[src/rtl/cpu_ad48_trap_unit.sv]
// Trap controller for the cpu_ad48 core: arbitrates exceptions, interrupts and MRET,
// maintains the trap CSRs and nesting depth, and issues a one-cycle pipeline redirect.
module cpu_ad48_trap_unit #(
   parameter int               XLEN        = 48,
   parameter int               NUM_IRQ     = 4,
   parameter logic [XLEN-1:0]  TRAP_VECTOR = 48'd32,
   parameter bit               VECTORED    = 1'b0,
   parameter int               MAX_NEST    = 2
) (
   input  logic                clk,
   input  logic                rst,
   input  logic [15:0]         exc_vec,
   input  logic                exc_commit,
   input  logic [XLEN-1:0]     exc_pc,
   input  logic [XLEN-1:0]     exc_tval,
   input  logic [XLEN-1:0]     next_pc,
   input  logic [NUM_IRQ-1:0]  irq,
   input  logic                mret,
   input  logic                csr_we,
   input  logic [2:0]          csr_addr,
   input  logic [XLEN-1:0]     csr_wdata,
   output logic [XLEN-1:0]     csr_rdata,
   output logic                redirect_valid,
   output logic [XLEN-1:0]     redirect_pc,
   output logic [1:0]          priv_mode,
   output logic                halt
);

   typedef enum logic [1:0] {
      ST_IDLE  = 2'd0,
      ST_REDIR = 2'd1,
      ST_HALT  = 2'd2
   } state_t;

   state_t              state_q, state_d;
   logic [1:0]          priv_q, priv_d;
   logic                mie_q, mie_d;
   logic [1:0]          ppriv_q, ppriv_d;
   logic                pie_q, pie_d;
   logic [XLEN-1:0]     epc_q, epc_d;
   logic [XLEN-1:0]     cause_q, cause_d;
   logic [XLEN-1:0]     tval_q, tval_d;
   logic [XLEN-1:0]     tvec_q, tvec_d;
   logic [NUM_IRQ-1:0]  ie_q, ie_d;
   logic [2:0]          depth_q, depth_d;
   logic                redirect_valid_q, redirect_valid_d;
   logic [XLEN-1:0]     redirect_pc_q, redirect_pc_d;
   logic                halt_q, halt_d;

   logic                idle_s;
   logic                exc_take_s;
   logic                irq_take_s;
   logic                mret_take_s;
   logic                trap_s;
   logic                nest_full_s;
   logic                csr_wr_s;
   logic [NUM_IRQ-1:0]  irq_pend_s;
   logic [3:0]          exc_code_s;
   logic [2:0]          irq_code_s;
   logic [XLEN-1:0]     trap_cause_s;
   logic [XLEN-1:0]     trap_target_s;

   function automatic logic [3:0] lowest_exc(input logic [15:0] v);
      logic [3:0] r;
      r = 4'd0;
      for (int i = 15; i >= 0; i--) begin
         if (v[i]) begin
            r = 4'(i);
         end else begin
            r = r;
         end
      end
      return r;
   endfunction

   function automatic logic [2:0] lowest_irq(input logic [NUM_IRQ-1:0] v);
      logic [2:0] r;
      r = 3'd0;
      for (int i = NUM_IRQ - 1; i >= 0; i--) begin
         if (v[i]) begin
            r = 3'(i);
         end else begin
            r = r;
         end
      end
      return r;
   endfunction

   // Arbitration: exception beats interrupt beats mret, and only in IDLE.
   always_comb begin
      idle_s        = (state_q == ST_IDLE);
      irq_pend_s    = irq & ie_q;
      exc_take_s    = idle_s && exc_commit && (|exc_vec);
      irq_take_s    = idle_s && !exc_take_s && mie_q && (|irq_pend_s);
      mret_take_s   = idle_s && !exc_take_s && !irq_take_s && mret;
      trap_s        = exc_take_s || irq_take_s;
      nest_full_s   = (depth_q == 3'(MAX_NEST));
      csr_wr_s      = csr_we && (state_q != ST_HALT) && !(trap_s && nest_full_s);
      exc_code_s    = lowest_exc(exc_vec);
      irq_code_s    = lowest_irq(irq_pend_s);
      if (exc_take_s) begin
         trap_cause_s = XLEN'(exc_code_s);
      end else begin
         trap_cause_s = {1'b1, (XLEN-1)'(irq_code_s)};
      end
      if (VECTORED && irq_take_s) begin
         trap_target_s = tvec_q + XLEN'(irq_code_s);
      end else begin
         trap_target_s = tvec_q;
      end
   end

   // Next-state: software CSR writes first, hardware trap/mret updates override them.
   always_comb begin
      state_d          = state_q;
      priv_d           = priv_q;
      mie_d            = mie_q;
      ppriv_d          = ppriv_q;
      pie_d            = pie_q;
      epc_d            = epc_q;
      cause_d          = cause_q;
      tval_d           = tval_q;
      tvec_d           = tvec_q;
      ie_d             = ie_q;
      depth_d          = depth_q;
      redirect_valid_d = 1'b0;
      redirect_pc_d    = redirect_pc_q;
      halt_d           = halt_q;

      if (csr_wr_s) begin
         case (csr_addr)
            3'd0: begin
               priv_d  = csr_wdata[1:0];
               mie_d   = csr_wdata[2];
               ppriv_d = csr_wdata[4:3];
               pie_d   = csr_wdata[5];
            end
            3'd1:    epc_d   = csr_wdata;
            3'd2:    cause_d = csr_wdata;
            3'd3:    tval_d  = csr_wdata;
            3'd4:    tvec_d  = csr_wdata;
            3'd5:    ie_d    = csr_wdata[NUM_IRQ-1:0];
            default: ie_d    = ie_q;
         endcase
      end else begin
         ie_d = ie_q;
      end

      case (state_q)
         ST_IDLE: begin
            if (trap_s && nest_full_s) begin
               halt_d  = 1'b1;
               state_d = ST_HALT;
            end else if (trap_s) begin
               ppriv_d          = priv_q;
               pie_d            = mie_q;
               mie_d            = 1'b0;
               priv_d           = 2'd3;
               cause_d          = trap_cause_s;
               epc_d            = exc_take_s ? exc_pc : next_pc;
               tval_d           = exc_take_s ? exc_tval : {XLEN{1'b0}};
               depth_d          = depth_q + 3'd1;
               redirect_valid_d = 1'b1;
               redirect_pc_d    = trap_target_s;
               state_d          = ST_REDIR;
            end else if (mret_take_s) begin
               priv_d           = ppriv_q;
               mie_d            = pie_q;
               pie_d            = 1'b1;
               ppriv_d          = 2'd0;
               depth_d          = (depth_q != 3'd0) ? (depth_q - 3'd1) : 3'd0;
               redirect_valid_d = 1'b1;
               redirect_pc_d    = epc_q;
               state_d          = ST_REDIR;
            end else begin
               state_d = ST_IDLE;
            end
         end
         ST_REDIR: state_d = ST_IDLE;
         ST_HALT: begin
            halt_d  = 1'b1;
            state_d = ST_HALT;
         end
         default: state_d = ST_IDLE;
      endcase
   end

   // State and CSR registers with synchronous reset.
   always_ff @(posedge clk) begin
      if (rst) begin
         state_q          <= ST_IDLE;
         priv_q           <= 2'd3;
         mie_q            <= 1'b0;
         ppriv_q          <= 2'd0;
         pie_q            <= 1'b0;
         epc_q            <= {XLEN{1'b0}};
         cause_q          <= {XLEN{1'b0}};
         tval_q           <= {XLEN{1'b0}};
         tvec_q           <= TRAP_VECTOR;
         ie_q             <= {NUM_IRQ{1'b0}};
         depth_q          <= 3'd0;
         redirect_valid_q <= 1'b0;
         redirect_pc_q    <= {XLEN{1'b0}};
         halt_q           <= 1'b0;
      end else begin
         state_q          <= state_d;
         priv_q           <= priv_d;
         mie_q            <= mie_d;
         ppriv_q          <= ppriv_d;
         pie_q            <= pie_d;
         epc_q            <= epc_d;
         cause_q          <= cause_d;
         tval_q           <= tval_d;
         tvec_q           <= tvec_d;
         ie_q             <= ie_d;
         depth_q          <= depth_d;
         redirect_valid_q <= redirect_valid_d;
         redirect_pc_q    <= redirect_pc_d;
         halt_q           <= halt_d;
      end
   end

   // CSR read mux; unimplemented STATUS bits and unused addresses read as zero.
   always_comb begin
      case (csr_addr)
         3'd0:    csr_rdata = {{(XLEN-6){1'b0}}, pie_q, ppriv_q, mie_q, priv_q};
         3'd1:    csr_rdata = epc_q;
         3'd2:    csr_rdata = cause_q;
         3'd3:    csr_rdata = tval_q;
         3'd4:    csr_rdata = tvec_q;
         3'd5:    csr_rdata = XLEN'(ie_q);
         3'd6:    csr_rdata = XLEN'(depth_q);
         default: csr_rdata = {XLEN{1'b0}};
      endcase
   end

   assign redirect_valid = redirect_valid_q;
   assign redirect_pc    = redirect_pc_q;
   assign priv_mode      = priv_q;
   assign halt           = halt_q;

endmodule
[config.mk]
export PLATFORM = sky130hd
export DESIGN_NAME = cpu_ad48_trap_unit
export DESIGN_NICKNAME = d
export VERILOG_FILES = /design/src/rtl/cpu_ad48_trap_unit.sv
export SDC_FILE = /design/constraint.sdc
export NUM_CORES = 1
export LEC_CHECK = 0
export CAP_MARGIN = 10
export CORE_ASPECT_RATIO = 1.2
export CORE_MARGIN = 4
export CORE_UTILIZATION = 55
export CTS_CLUSTER_SIZE = 25
export DETAILED_ROUTE_END_ITERATION = 8
export DONT_BUFFER_PORTS = 1
export GPL_ROUTABILITY_DRIVEN = 0
export HOLD_SLACK_MARGIN = 0.02
export PLACE_DENSITY = 0.82
export REMOVE_ABC_BUFFERS = 1
export SYNTH_ARGS = -nofsm -noshare
export SYNTH_HDL_FRONTEND = slang
export SYNTH_SLANG_ARGS = --single-unit
[constraint.sdc]
create_clock -name clk -period 3.5 [get_ports clk]
set_input_delay 0.7 -clock clk [delete_from_list [all_inputs] [get_ports clk]]
set_output_delay 0.7 -clock clk [all_outputs]
set_load 0.01 [all_outputs]
==> results.md <==
- The simple-gate portion of the synthesized area is 0.164.
- Among all stages on the critical path, the largest delay is contributed by sky130_fd_sc_hd__o41a_1.
- For this design the top-level I/O count stands at between 300 and 400.
- The floorplan step defined a die boundary enclosing 24500 um2.
- The smallest clock period supported by the final layout is computed as around 2.7 ns.
- The number of gates resized after CTS was 0.
- The wire length of the first global-routing pass is 59800 um.
- The initial standard-cell utilization of the core is 0.560.
- The synthesis-to-finish area growth is 8.83%.
- Along the worst path, the maximum fanout reaches 8.
- The synthesized flop and latch total is about 260.
- The headroom to the max-slew limit is 0.449.
- The type of element launching the critical path is a primary input.
- Power spread over the standard cell area amounts to 519 nW/um2.
- The first-pass iteration count of the detailed router is 5.
- Setup total negative slack on the finished layout was measured at 0 ns.
- The multi-input combinational cell area is between 6000 and 7000 um2.
- Setup repair after global routing left no endpoint under its margin.
- The chip height is between 150 and 200 um.
- The root buffer cell chosen for the clock tree is sky130_fd_sc_hd__clkbuf_16.
- Summing every instance area after synthesis gives 12100 um2.
- The average instance in the mapped netlist occupies 8.34 um2.
- Of the total synthesized cell area, the portion taken by XOR and XNOR cells is 0.
- The die is roughly 140 um wide.
- The synthesis warning total is 0.
- The sequential area share after synthesis is 0.424.
- After detailed routing, the total wire length is slightly below 40000 um.
- The final count of pins violating max slew is 0.
- CTS built an H-tree with a depth of 1.
- The finished layout holds 1681 standard cells, fillers aside.
- The worst endpoint required time is 3.92 ns.
- The post-route clock period utilization is 0.777.
- The adder and majority cell fraction of the synthesized area is 0.00515.
- VDD sags by at most ~500 uV.
- The design draws ~6.9 mW.
- The library cells used most frequently in the layout, excluding fill and tap cells, are 379 x sky130_fd_sc_hd__nand2_1, 257 x sky130_fd_sc_hd__dfxtp_1, 115 x sky130_fd_sc_hd__mux2i_1.
- The worst hold path belongs to the class in2reg.
- Synthesis handed over a netlist of between 1000 and 1500 instances.
- Yosys mapped the design onto 50 distinct sky130hd cell types.
- Counting the fill cells in the layout gives 1886.
- The minimum setup slack in the final design is a little under 0.8 ns.
- The data arrival at the endpoint of the critical path is 3.14 ns.
- The remaining antenna violation count is 0.
- Summed over all nets, the half-perimeter wirelength after detailed placement is 24800 um.
- The max-cap violation count is 0.
- The number of instances in the placed design is roughly 1600.
- The detailed router placed around 11000 vias in this run.
- The number of DRC markers after the initial detailed-route iteration is roughly 1000.
- The clock sink count is ~260.
- The maximum achievable frequency is approximately 370 MHz.
- The clock latency of the later-clocked register in the worst-skew pair is ~0.53 ns.
- The type of the worst setup path is in2reg.
- In this run, synthesis inferred 0 flip-flops with an integrated enable.
- The register cell area after layout is 5140 um2.
- The setup skew after layout is ~0.014 ns.
- The initial antenna violation count is 1.
- Before CTS, the worst setup slack after placement is 0.285 ns.
- The pin count of the biggest net entering global routing is roughly 170.
- The TritonCTS clock tree is built.
- The number of hold-slack violations in the final timing report is 0.
- The overall overflow remaining after global route is 0.
- The worst reg-to-reg path cell count is 9.
- After detailed routing, the number of remaining DRC violations is 0.
- After routing the design area is 13200 um2.
- The placed instances occupy a cell area of between 10000 and 15000 um2.
- The number of diodes added for antenna fixing is 0.
- For this run, the leading register cell type out of synthesis is sky130_fd_sc_hd__dfxtp_1.
- The largest family of logic cells by synthesized area is compound AO/OA/AOI/OAI gates.
- The commonest non-fill, non-tap cell in the layout is sky130_fd_sc_hd__nand2_1.
- In this run, post-CTS hold repair placed 0 buffers.
- The cell depth of the worst hold path is 1.
- The placeable core area is 21700 um2.
- Traced cell by cell, the critical path runs through or4_4 > o41a_1 > o211ai_4 > and3_1 > mux2_2 > a32o_1.
- The number of buffers inserted during clock tree synthesis is 26.
- The port buffer count is 0.
- The share of final-layout standard cells stronger than drive strength 1 is 0.0924.
- For this run, the total global-route usage over all layers was measured as 0.304.
- The async set-or-reset flop fraction in the synthesized netlist is 0.
- The average via count per standard cell is roughly 6.7.
- The clock-pin transition on the worst setup and hold timing paths is 0.07 ns.
- The post-layout net count is ~1600.
- The clock tree buffer depth is 3.
- The run finished with clean final reports.
- The area fraction in compound gates after synthesis was 0.248.
- STA classifies the critical path endpoint as a flop.
- The number of placement rows is 59.
- On the worst path, the slowest cell contributes a delay of ~0.57 ns.
- For the pin with the worst max-slew slack, the measured transition is a little over 0.8 ns.
- Setup violations remaining at the end of the flow were counted as 0.
- For this design the static power due to leakage is around 4.5 nW.
- Dividing the detail-routed wire length by the instance count gives approximately 24 um.
- The number of global-route vias before repair is around 11000.
- The mux share of post-synthesis cell area is 0.104.
- The number of post-CTS setup repair buffers is 0.
[synth_stat cells (11+ instances only)]
cell type	count	area share
sky130_fd_sc_hd__mux2i_1	115	0.095
sky130_fd_sc_hd__o21ai_0	52	0.021
sky130_fd_sc_hd__a311oi_1	48	0.035
sky130_fd_sc_hd__nand2_1	381	0.12
sky130_fd_sc_hd__dfxtp_1	257	0.42
sky130_fd_sc_hd__inv_1	11	0.0034
sky130_fd_sc_hd__buf_2	16	0.0066
sky130_fd_sc_hd__a221oi_1	30	0.022
sky130_fd_sc_hd__o22ai_1	51	0.026
sky130_fd_sc_hd__clkbuf_1	98	0.030
sky130_fd_sc_hd__nor2_1	72	0.022
sky130_fd_sc_hd__a21oi_1	102	0.042
sky130_fd_sc_hd__a221oi_2	20	0.025
sky130_fd_sc_hd__a22oi_1	86	0.053
[through the flow]
stage | hold slack, ns | utilization
finish | 0.242 | 0.609
global route | 0.231 | 0.609
CTS | 0.237 | 0.609
detailed placement | 0.446 | 0.570
global placement | 0.440 | 0.570
floorplan | 0.433 | -
[metal layers]
metal	routed length, um	track usage	share of wire	vias to the layer above
met5	13	0	0.00033	-
met4	1450	0.121	0.037	2
met3	4250	0.0685	0.11	122
met2	19200	0.520	0.49	691
met1	14600	0.371	0.37	5355
li1	-	-	-	5118
[final cells by class]
| class | instances | share of cell area |
|---|---|---|
| Sequential cell | 257 | 0.389 |
| Inverter | 11 | 0.00312 |
| Multi-Input combinational cell | 1053 | 0.486 |
| Clock inverter | 7 | 0.00379 |
| Tap cell | 274 | 0.0259 |
| Clock buffer | 41 | 0.0604 |
| Timing Repair Buffer | 38 | 0.0310 |
[critical path: cells and delay by family]
family	cells	cell delay (ns)
AO/OA/AOI/OAI	3	1.10
multiplexers	1	0.38
AND/OR/NAND/NOR	2	0.96
[cell families after synthesis]
family                     after synthesis
buffers and inverters                  146
DFF                                    257
adders and majority gates                5
muxes                                  123
and+or+nand+nor                        499
AOI/OAI and AO/OA                      426
[where the power goes]
part	internal [mW]	switching, mW
logic	0.307	0.509
clock network	1.57	1.17
registers	3.13	0.184
total	5.00	1.86
[flip-flops by register name (all words and copies together), names as in the netlist]
register and count:
halt 1, epc_q 48, ppriv_q 2, depth_q 3
priv_mode 2, redirect_pc 48, pie_q 1, cause_q 48
state_q 2, mie_q 1, trap_target_s 48, redirect_valid 1
ie_q 4, tval_q 48
[path summary, 6_finish.rpt]
check / startpoint / endpoint / slack (ns)
worst max-delay path: exc_vec[8] / ppriv_q[1] / 0.78
worst min-delay path: rst / trap_target_s[11] / 0.24
worst max register to register: depth_q[0] / redirect_pc[33] / 1.12
worst min register to register: cause_q[27] / cause_q[27] / 0.45
Note: power is estimated with default switching activity, not from simulation.
